**src/rtl/tristate_bus_arbiter_if.sv**
```systemverilog
// Request/grant/enable bundle between the bus arbiter and the bufz driver bank.
// Latency: none, wires only.
// Backpressure: none; REQ is level-sensitive and must be held until served.
interface tristate_bus_arbiter_if #(
    parameter int N = 4
);
    localparam int OW = (N > 1) ? $clog2(N) : 1;

    logic [N-1:0]  REQ;
    logic [N-1:0]  GNT;
    logic [N-1:0]  EN;
    logic [OW-1:0] OWNER;
    logic          BUSY;

    // Arbiter side: samples requests, drives grants and driver enables.
    modport master (
        input  REQ,
        output GNT,
        output EN,
        output OWNER,
        output BUSY
    );

    // Requester / driver-bank side.
    modport slave (
        output REQ,
        input  GNT,
        input  EN,
        input  OWNER,
        input  BUSY
    );
endinterface

```
**src/rtl/tristate_bus_arbiter.sv**
```systemverilog
// Round-robin owner sequencer for a shared tri-state bus; one EN high at a time, TA all-off cycles between owners.
// Latency: REQ sampled in IDLE -> EN after that edge; owner release -> next EN after TA further edges.
// Backpressure: REQ is held by the requester until served; nothing is latched. Tenure limit via TRISTATE_BUS_ARBITER_TIMEOUT_EN.
module tristate_bus_arbiter #(
    parameter int N       = 4,
    parameter int TA      = 1,
    parameter int MAXHOLD = 16
) (
    input  logic                   CLK,
    input  logic                   RN,
    tristate_bus_arbiter_if.master bus
);
    localparam int OW = (N > 1) ? $clog2(N) : 1;
    localparam logic [N-1:0] ONE = {{(N-1){1'b0}}, 1'b1};

    // Reject illegal configurations at elaboration.
    if (N < 2 || N > 16) begin : g_bad_n
        $error("tristate_bus_arbiter: N out of range 2..16");
    end
    if (TA < 1 || TA > 7) begin : g_bad_ta
        $error("tristate_bus_arbiter: TA out of range 1..7");
    end
    if (MAXHOLD < 2 || MAXHOLD > 255) begin : g_bad_maxhold
        $error("tristate_bus_arbiter: MAXHOLD out of range 2..255");
    end

    typedef enum logic [1:0] {
        IDLE  = 2'd0,
        GRANT = 2'd1,
        TURN  = 2'd2
    } state_t;

    state_t        state;
    logic [OW-1:0] ptr;
    logic [OW-1:0] owner;
    logic [N-1:0]  gnt;
    logic          busy;
    logic [2:0]    ta_cnt;

    logic          win_vld;
    logic [OW-1:0] win_idx;
    logic [N-1:0]  win_onehot;
    logic [OW-1:0] ptr_next;
    logic          grant_load;
    logic          release_now;

    // Round-robin pick: first asserted REQ scanning upward from ptr, wrapping at N.
    // Scanning in reverse priority order lets the highest-priority hit overwrite the rest.
    always_comb begin
        int j;
        win_vld = 1'b0;
        win_idx = '0;
        j       = 0;
        for (int k = N - 1; k >= 0; k--) begin
            j = int'(ptr) + k;
            if (j >= N) begin
                j = j - N;
            end
            if (bus.REQ[j]) begin
                win_vld = 1'b1;
                win_idx = OW'(j);
            end
        end
    end

    // One-hot grant vector for the winner and the pointer that follows the current owner.
    always_comb begin
        win_onehot = ONE << win_idx;
        ptr_next   = (int'(owner) == N - 1) ? '0 : owner + 1'b1;
    end

    // Arbitration points: IDLE, or the last cycle of the turnaround.
    assign grant_load = win_vld && ((state == IDLE) || (state == TURN && ta_cnt == 3'd0));

`ifdef TRISTATE_BUS_ARBITER_TIMEOUT_EN
    localparam logic [7:0] HOLD_LIM = 8'(MAXHOLD - 1);

    logic [7:0] tenure;
    logic       others_req;

    // A competing request is any REQ bit outside the current owner.
    assign others_req  = |(bus.REQ & ~gnt);
    // Owner dropping REQ and the limit firing together is one ordinary release.
    assign release_now = !bus.REQ[owner] || (tenure == HOLD_LIM && others_req);

    // Tenure counter: clears when a grant is issued, counts GRANT cycles, saturates at the limit.
    always_ff @(posedge CLK or negedge RN) begin
        if (!RN) begin
            tenure <= 8'd0;
        end else if (grant_load) begin
            tenure <= 8'd0;
        end else if (state == GRANT && tenure != HOLD_LIM) begin
            tenure <= tenure + 8'd1;
        end
    end
`else
    // Without a tenure limit the owner keeps the bus as long as its REQ stays high.
    assign release_now = !bus.REQ[owner];
`endif

    // Main sequencer: all outputs are registered here so EN never depends combinationally on REQ.
    always_ff @(posedge CLK or negedge RN) begin
        if (!RN) begin
            state  <= IDLE;
            ptr    <= '0;
            owner  <= '0;
            gnt    <= '0;
            busy   <= 1'b0;
            ta_cnt <= 3'd0;
        end else begin
            case (state)
                IDLE: begin
                    if (grant_load) begin
                        state <= GRANT;
                        gnt   <= win_onehot;
                        owner <= win_idx;
                        busy  <= 1'b1;
                    end
                end
                GRANT: begin
                    if (release_now) begin
                        state  <= TURN;
                        gnt    <= '0;
                        owner  <= '0;
                        busy   <= 1'b0;
                        ptr    <= ptr_next;
                        ta_cnt <= 3'(TA - 1);
                    end
                end
                TURN: begin
                    if (ta_cnt != 3'd0) begin
                        ta_cnt <= ta_cnt - 3'd1;
                    end else if (grant_load) begin
                        state <= GRANT;
                        gnt   <= win_onehot;
                        owner <= win_idx;
                        busy  <= 1'b1;
                    end else begin
                        state <= IDLE;
                    end
                end
                default: begin
                    state  <= IDLE;
                    gnt    <= '0;
                    owner  <= '0;
                    busy   <= 1'b0;
                    ta_cnt <= 3'd0;
                end
            endcase
        end
    end

    // EN mirrors GNT bit-for-bit; both come straight from the grant flops.
    assign bus.GNT   = gnt;
    assign bus.EN    = gnt;
    assign bus.OWNER = owner;
    assign bus.BUSY  = busy;

endmodule

```
**src/flat_wrapper.sv**
```systemverilog
// flat-port wrapper written by rule: the top's interface ports become plain ports
module tristate_bus_arbiter_flat 
#(
    parameter int N       = 4,
    parameter int TA      = 1,
    parameter int MAXHOLD = 16
)
  (CLK, RN, bus_REQ, bus_GNT, bus_EN, bus_OWNER, bus_BUSY);
  tristate_bus_arbiter_if #(.N(N)) bus_i ();
  input  logic CLK;
  input  logic RN;
  input wire logic [$bits(bus_i.REQ)-1:0] bus_REQ;
  output wire logic [$bits(bus_i.GNT)-1:0] bus_GNT;
  output wire logic [$bits(bus_i.EN)-1:0] bus_EN;
  output wire logic [$bits(bus_i.OWNER)-1:0] bus_OWNER;
  output wire logic [$bits(bus_i.BUSY)-1:0] bus_BUSY;
  assign bus_i.REQ = bus_REQ;
  assign bus_GNT = bus_i.GNT;
  assign bus_EN = bus_i.EN;
  assign bus_OWNER = bus_i.OWNER;
  assign bus_BUSY = bus_i.BUSY;
  tristate_bus_arbiter #(.N(N), .TA(TA), .MAXHOLD(MAXHOLD)) u_core (.CLK(CLK), .RN(RN), .bus(bus_i));
endmodule
```
**config.mk**
```make
export PLATFORM = sky130hd
export DESIGN_NAME = tristate_bus_arbiter_flat
export DESIGN_NICKNAME = d
export VERILOG_FILES = /design/src/rtl/tristate_bus_arbiter_if.sv /design/src/rtl/tristate_bus_arbiter.sv /design/src/flat_wrapper.sv
export SDC_FILE = /design/constraint.sdc
export NUM_CORES = 1
export LEC_CHECK = 0
export CELL_PAD_IN_SITES_DETAIL_PLACEMENT = 1
export CELL_PAD_IN_SITES_GLOBAL_PLACEMENT = 1
export CORE_MARGIN = 8
export CORE_UTILIZATION = 42
export CTS_BUF_LIST = sky130_fd_sc_hd__clkbuf_8
export CTS_CLUSTER_SIZE = 14
export DETAILED_ROUTE_END_ITERATION = 10
export GPL_TIMING_DRIVEN = 0
export PLACE_DENSITY_LB_ADDON = 0.1
export SLEW_MARGIN = 10
export SYNTH_ARGS = -nofsm -noshare
export SYNTH_HDL_FRONTEND = slang
export SYNTH_SLANG_ARGS = --single-unit
```
**constraint.sdc**
```tcl
create_clock -name CLK -period 3.1 [get_ports CLK]
set_input_delay 0.62 -clock CLK [delete_from_list [all_inputs] [get_ports CLK]]
set_output_delay 0.62 -clock CLK [all_outputs]
set_load 0.05 [all_outputs]
```
# Word-level counts from Yosys, hierarchy flattened
# Cells that the tools add are included.
# op_classes
bitwise,2
order_cmp,9
shift,1
n_addsub,9
mux,47
n_eq_ne,7
n_reduce_logical,10
# op_table
cell,n
"less-than comparator 32 x 4 -> 1 bit, second input constant",4
2-to-1 mux 32 bit,4
">= comparator 32 x 4 -> 1 bit, second input constant",3
"subtractor 32 x 4 -> 32 bit, second input constant",3
2-to-1 mux 2 bit,11
2-to-1 mux 1 bit,17
2-to-1 mux 4 bit,3
case mux 2 bit (3 select lines),2
case mux 4 bit (3 select lines),1
binary-select mux 1 bit (select 2 bit),5
case mux 3 bit (3 select lines),1
"adder 2 x 2 -> 3 bit, second input constant",2
2-to-1 mux 3 bit,2
"!= test 2 bit, second input constant",3
AND reduction 3 bit,2
"equality test 2 x 1 -> 1 bit, second input constant",2
AND reduction 2 bit,2
"<< shifter 1 x 2 -> 4 bit, first input constant",1
"subtractor 2 x 3 -> 4 bit, second input constant",1
"adder 2 x 1 -> 3 bit, second input constant",1
">= comparator 2 x 3 -> 1 bit, second input constant",1
zero test 3 bit,1
"less-than comparator 2 x 3 -> 1 bit, second input constant",1
case mux 1 bit (3 select lines),1
9 further kinds,11
# totals
in_bits,6
elab_cells,91
reg_bits,14
out_inout_bits,11

# Logic depth before layout (Yosys ltp)
# Gate-level depths: netlist of the first run.
# logic_depth
ltp_word,14
depth_mapped,7
ltp_nobuf,7

# Least setup slack after synthesis of the first run
# No wires, ideal clock.
# synth_timing
kind,reg-to-reg
from,register u_core.owner[0] (netlist: u_core.bus.OWNER[0])
to,register u_core.ptr[1]
t_required_ns,2.972
path_slack_ns,1.111
synth_period_minus_slack_ns,1.989
t_arrival_ns,1.861
path_buffers,0
setup_ns,0.128
stages_incl_launch_ff,4
cell_sequence,dfrtp_1 -> mux4_2 -> nor3b_4 -> mux2_1
# synth_via
elab_chain_len,4
word_cells_on_any_way,7
cone_classes,add/sub: 1; eq/ne: 1; mux: 3; bitwise: 1; reduce/logical: 1
# synth_rtl
item,line,text
start: declaration,tristate_bus_arbiter.sv:35,logic [OW-1:0] owner;
start signal: assignment,tristate_bus_arbiter.sv:116,owner <= win_idx;
start signal: assignment,tristate_bus_arbiter.sv:136,owner <= win_idx;
binary-select mux 1 bit (select 2 bit),tristate_bus_arbiter.sv:98,assign release_now = !bus.REQ[owner];
2-to-1 mux 1 bit (implied by the code),tristate_bus_arbiter.sv:98,
inverter 1 bit (no line),-,
AND reduction 2 bit (no line),-,
end signal: assignment,tristate_bus_arbiter.sv:126,ptr <= ptr_next;
end: declaration,tristate_bus_arbiter.sv:34,logic [OW-1:0] ptr;
# Several ways; a longest one is shown, not always the timed one. The select of a mux whose other input is x is not followed.
# A chain may end at the register's enable or synchronous reset.

# Final worst setup path of the first run
# layout_timing
from,input bus_REQ[0]
to,register u_core.ptr[1]
# layout_via
elab_chain_len,4
# layout_rtl
item,line,text
start: declaration,flat_wrapper.sv:12,input wire logic [$bits(bus_i.REQ)-1:0] bus_REQ;
binary-select mux 1 bit (select 2 bit),tristate_bus_arbiter.sv:98,
2-to-1 mux 1 bit (implied by the code),tristate_bus_arbiter.sv:98,
inverter 1 bit (no line),-,
AND reduction 2 bit (no line),-,
# Every way passes these cells. The select of a mux whose other input is x is not followed.

==> out/results.tsv, run 1 <==
metric	value	unit
global-route wire length before repair	2950	um
Setup Buffers After CTS	0	
Max Cap Viol	0	
crit path to	u_core.ptr[1]	
Post-route DRC	0	
fin cells	115	
All-Layer GR Usage	0.116	
delay-heaviest family, CP	multiplexers	
initial core utilization	0.441	
vias in the first global route	605	
Iteration-0 DRC Markers	4	
asr flop ratio synth	1.00	
R2R cell count	3	
Yosys reg bits	14	
synth-to-layout area growth	32.7	%
CTS max path bufs	2	
Avg Cell Area, Syn	10.8	um2
Setup crit start	bus_REQ[0]	
Final Max Slew Viols	0	
static leakage	0.458	nW
design area	1000	um2
outcome	finished, final reports clean	
synth warn	0	
WL final	1730	um
Critical-path top delay cell	mux4_2	
WP buf/inv	1	
synth unique cells	29	
crit-path max cell delay	0.56	ns
H-tree levels	1	
sequential area share after synthesis	0.465	
share of cells above drive strength 1	0.144	
CTS root buf	clkbuf_8	
Post-Syn Instances	70	
Final GP Congestion	0.809	
PnR Total Power	0.00117	W
initial antenna violation count	0	
CP cell instances	clkdlybuf4s50_1 -> mux4_2 -> nor3b_4 -> mux2_1	
HPWL after DPL	1270	um
post-cts repair resize count	0	
critical path required time	3.23	ns
CP Depth	4	
n_diodes	0	
Simple-Gate Fraction of Synth Area	0.158	
GRT overflow	0	
via count	605	
Hold Crit Class	reg2reg	
cts bufs inserted	3	
Critical Path Sink Type	register	
flop2flop setup slack	1.34	ns
pre-CTS WS	0.683	ns
CP Data Arrival Time	2.30	ns
setup TNS	0	ns
syn_nets	79	
worst setup margin	0.932	ns
setup violators final	0	
# hold bufs at CTS	0	
xor and xnor area share after synthesis	0	
clk slew on worst S/H paths	0.06	ns
RSZ-0062 raised after global routing	no	
antenna-violating nets left	0	
Final Cycle Share	0.699	
worst skew pair latency	0.24	ns
I/O Buffers	16	
First-pass DRT Iterations	3	
Peak VDD IR	0.000569	V
reg2reg start	u_core.bus.OWNER[0]	
number of synthesized flops with an enable pin	0	
Synth Area in Adders	0.0498	
pwr/cell area	1170	nW/um2
largest net degree at the start of global routing	15	
dpl cells	111	
drt via density	5.26	
Worst slew margin	0.552	
CTS tree	yes	
Die H	58.4	um
final worst path period need	2.17	ns
core area	1710	um2
IO Count	17	
worst-path fanout max	6	
kind of critical path	in2reg	
WL/cell	15.1	um
Placed Area	945	um2
ys flop type	dfrtp_1	
startpoint types	input port	
R2R Path End	u_core.ptr[1]	
compound-gate portion of the synthesized area	0.193	
synthesized cell area	753	um2
die area	3400	um2
die width	58.4	um
largest family of logic cells by synthesized area	compound AO/OA/AOI/OAI gates	
actual slew at the worst max-slew pin	0.669	ns
final hold vios	0	
floorplan row count	15	
Final Net Count	100	
Max Fclk	461	MHz
skew final	0.00279	ns
mux cell area share after synthesis	0.0598	
CTS sink cnt	14	
-- layout by cell type, fill, tap and decap left out, drive strengths merged --
cell type,n
clkbuf,4
nor3,1
nand3b,2
ha,3
clkdlybuf4s50,16
a22o,2
o22a,1
buf,4
nor2b,2
nor2,5
nor4,1
o2bb2ai,4
o22ai,1
mux2,2
dfrtp,14
mux4,1
a32o,1
nand2,4
or3,1
a21oi,2
o221ai,1
a21boi,1
or2,1
or3b,1
nand2b,1
o21ai,3
a21o,3
nor3b,1
inv,7
-- how the worst min path moves through the flow --
stage | endpoint | cells after the start | slack (ns) | from
floorplan | u_core.bus.BUSY | 0 | 0.32 | RN
global route | u_core.ta_cnt[2] | 1 | 0.52 | u_core.ta_cnt[2]
finish | u_core.ta_cnt[2] | 1 | 0.49 | u_core.ta_cnt[2]
detailed placement | u_core.ta_cnt[2] | 1 | 0.47 | u_core.ta_cnt[2]
global placement | u_core.ta_cnt[2] | 1 | 0.47 | u_core.ta_cnt[2]
CTS | u_core.ta_cnt[2] | 1 | 0.49 | u_core.ta_cnt[2]
-- power breakdown --
| part | switching (W) | internal (W) | total (W) |
|---|---|---|---|
| Sequential | 0.0000838 | 0.000260 | 0.000344 |
| Combinational | 0.000388 | 0.000263 | 0.000651 |
| Clock | 0.0000656 | 0.000112 | 0.000178 |
-- cells by family after synthesis --
logic type / Yosys count
muxes: 3
AOI/OAI and AO/OA: 19
buffers and inverters: 11
DFF: 14
and+or+nand+nor: 20
adders and majority gates: 3
-- cell type report --
type,instances,area [um2]
repair buffers,16,160
inverters,7,26.3
multi-input cells,45,347
plain buffers,4,30.0
fillers,191,708
flip-flops and latches,14,350
well taps,25,31.3
clock buffers,4,55.1
-- flip-flops by register name (all words and copies together), names as in the netlist --
name and count:
u_core.bus.OWNER 2, u_core.bus.BUSY 1, u_core.ptr 2, u_core.state 2
u_core.ta_cnt 3, u_core.bus.EN 4
-- layer usage --
metal | share of wire | vias up | track usage
met3 | 0.029 | 4 | 0.0283
met2 | 0.49 | 8 | 0.173
met1 | 0.47 | 305 | 0.144
li1 | - | 288 | -
met5 | 0 | - | 0
met4 | 0.019 | 0 | 0.0734
-- Yosys cell counts, drive strengths merged (2+ instances only) --
library cell   n  share of area
nor2b          2          0.017
ha             3          0.050
buf            4          0.040
o21ai          3          0.025
o2bb2ai        4          0.047
a22o           2          0.023
inv            7          0.035
nand2          4          0.020
dfrtp         14           0.47
mux2           2          0.030
a21oi          2          0.013
a21o           3          0.030
nand3b         2          0.020
nor2           5          0.025
-- per-stage QoR --
step | util | hold WS (ns)
final | 0.585 | 0.488
after global routing | 0.585 | 0.518
after CTS | 0.585 | 0.492
after detailed placement | 0.553 | 0.474
after global placement | 0.553 | 0.472
after floorplan | - | 0.324
Power figures use the tool's default switching activity.
==> run 2: changes to the inputs <==
- CORE_UTILIZATION: 42 -> 35
- clock period: 3.1 -> 1.8 ns (I/O delays scaled with it)
==> out/results.tsv, run 2 (same netlist as run 1, synthesis figures left out) <==
metric	value	unit	change
outcome	finished, final reports clean		
Final Net Count	102		+2.0%
Post-route DRC	0		unchanged
CTS max path bufs	2		unchanged
Iteration-0 DRC Markers	6		+2
synth-to-layout area growth	33.6	%	
H-tree levels	1		unchanged
global-route wire length before repair	3220	um	+8.9%
First-pass DRT Iterations	4		+1
Clk pwr share	0.135		-0.017
cts bufs inserted	3		unchanged
die width	62.4	um	+6.9%
Max Fclk	591	MHz	
delay-heaviest family, CP	simple AND/OR/NAND/NOR gates		
static leakage	0.524	nW	+15%
Worst slew margin	0.547		-0.00581
worst skew pair latency	0.25	ns	about the same
CTS sink cnt	14		unchanged
initial core utilization	0.376		-0.0648
Sw Pwr	0.000935	W	+74%
WP buf/inv	1		unchanged
core area	2000	um2	+17%
sequential power share	0.303		+0.010
setup violators final	0		unchanged
via count	614		+1.5%
Switching Fraction	0.478		+0.0198
All-Layer GR Usage	0.101		-0.0144
Layout fillers	231		+21%
IO Count	17		unchanged
kind of critical path	reg2reg		
pwr/cell area	1950	nW/um2	+66%
R2R Path End	u_core.bus.EN[1]		
Final Max Slew Viols	0		unchanged
actual slew at the worst max-slew pin	0.678	ns	+0.00868 ns
WL final	1800	um	+4.1%
final hold vios	0		unchanged
Final Cycle Share	0.939		
Hold Path End	u_core.ta_cnt[1]		
vias in the first global route	673		+11%
CTS tree	yes		
logic gate share of total power	0.561		+0.006
antenna-violating nets left	0		unchanged
HPWL after DPL	1330	um	+4.7%
CP Data Arrival Time	1.86	ns	-0.44 ns
# hold bufs at CTS	0		unchanged
final worst path period need	1.69	ns	
Final GP Congestion	0.762		-5.8%
post-layout util	0.503		-0.0828
CP most frequent cell	ha_1		
clk slew on worst S/H paths	0.06	ns	about the same
design area	1010	um2	+0.63%
share of cells above drive strength 1	0.185		+0.0403
Worst Hold Launch	u_core.ta_cnt[1]		
WL/cell	15.2	um	+0.60%
critical path required time	1.97	ns	-1.26 ns
RSZ-0062 raised after global routing	no		
startpoint types	register		
initial antenna violation count	0		unchanged
most frequent cells in the layout	dlygate4sd2_1, dfrtp_1, inv_1		
CP cell instances	inv_1 -> ha_1 -> ha_1 -> nor2b_2 -> or3_1 -> or2_0 -> o2bb2ai_1		
crit-path max cell delay	0.40	ns	-0.16 ns
Placed Area	948	um2	+0.40%
R2R cell count	7		+4
die area	3890	um2	+14%
Max Cap Viol	0		unchanged
floorplan row count	16		+1
drt via density	5.16		-1.9%
largest net degree at the start of global routing	15		unchanged
reg2reg start	u_core.ta_cnt[0]		
Hold Crit Depth	1		unchanged
Critical-path top delay cell	or3_1		
Hold Crit Class	reg2reg		
skew final	0.00150	ns	-0.00128 ns
GRT overflow	0		unchanged
Critical Path Sink Type	register		
Internal Power	0.00102	W	+61%
max reg flops	4		unchanged
Peak VDD IR	0.000845	V	+49%
n_diodes	0		unchanged
Die H	62.4	um	+6.9%
flop2flop setup slack	0.11	ns	-1.23 ns
CTS root buf	clkbuf_8		
I/O Buffers	16		unchanged
worst-path fanout max	4		-2
## run 2: cell types whose count changed in the layout (fill, tap and decap cells not counted), moves of 2 or more
cell / previous run / this run
dlygate4sd2_1: 0 / 13
buf_4: 4 / 6
dlymetal6s2s_1: 0 / 2
clkdlybuf4s50_1: 16 / 1
## run 2: power by group through the flow
stage	logic (W)	clock network, W	registers, W
after floorplan	0.000600	0	0.000784
after detailed placement	0.00113	0	0.000602
after global routing	0.00120	0.000285	0.000622
final	0.00110	0.000265	0.000594
after global placement	0.00111	0	0.000590
after CTS	0.00109	0.000275	0.000595
## run 2: how the worst max path moves through the flow
stage,end,slack (ns),startpoint,depth (start not counted)
after global placement,u_core.ptr[1],-0.37,bus_REQ[0],4
after floorplan,u_core.ptr[1],-0.02,u_core.bus.OWNER[0],3
final,u_core.bus.EN[1],0.11,u_core.ta_cnt[0],7
after detailed placement,u_core.ptr[1],-0.36,bus_REQ[0],4
after CTS,u_core.ptr[1],0.0003,bus_REQ[2],4
after global routing,u_core.bus.EN[3],0.01,u_core.ta_cnt[0],7
## run 2: repair_timing
item | CTS | global route
buffers inserted | 1 | 1
endpoints found under the setup margin | 13 | 8
resized for setup | 13 | 4
endpoints found under the hold margin | 0 | 0
pin swaps | 1 | 2
## run 2: area by class of cell
type                            count  area (um2)  area share
Multi-Input combinational cell     45         355       0.353
Sequential cell                    14         352       0.350
Timing Repair Buffer               18         164       0.163
Clock buffer                        3        41.3      0.0410
Tap cell                           27        33.8      0.0336
Buffer                              4        30.0      0.0299
Inverter                            7        26.3      0.0261
Clock inverter                      1        3.75     0.00373
## run 2: worst register-to-register path, cell delays in order, from the launching register on
cell,delay (ns)
dfrtp_1,0.39
inv_1,0.07
ha_1,0.15
ha_1,0.18
nor2b_2,0.06
or3_1,0.40
or2_0,0.25
o2bb2ai_1,0.13
## run 2: stage by stage
| stage | instances | hold slack [ns] | total power [W] | TNS [ns] | worst slack (ns) |
|---|---|---|---|---|---|
| after global routing | 119 | 0.519 | 0.00210 | 0 | 0.0104 |
| after CTS | 118 | 0.499 | 0.00196 | 0 | 0.000318 |
| after floorplan | 70 | 0.0644 | 0.00138 | -0.0219 | -0.0219 |
| after detailed placement | 113 | 0.483 | 0.00174 | -2.41 | -0.360 |
| final | 119 | 0.491 | 0.00196 | 0 | 0.109 |
| after global placement | 113 | 0.472 | 0.00170 | -2.36 | -0.365 |
## run 2: per-layer routing
layer,vias to the layer above,GRT usage,wire [um]
met4,0,0.0513,34
li1,291,-,-
met3,4,0.0484,139
met5,-,0,0
met2,17,0.157,850
met1,302,0.113,780
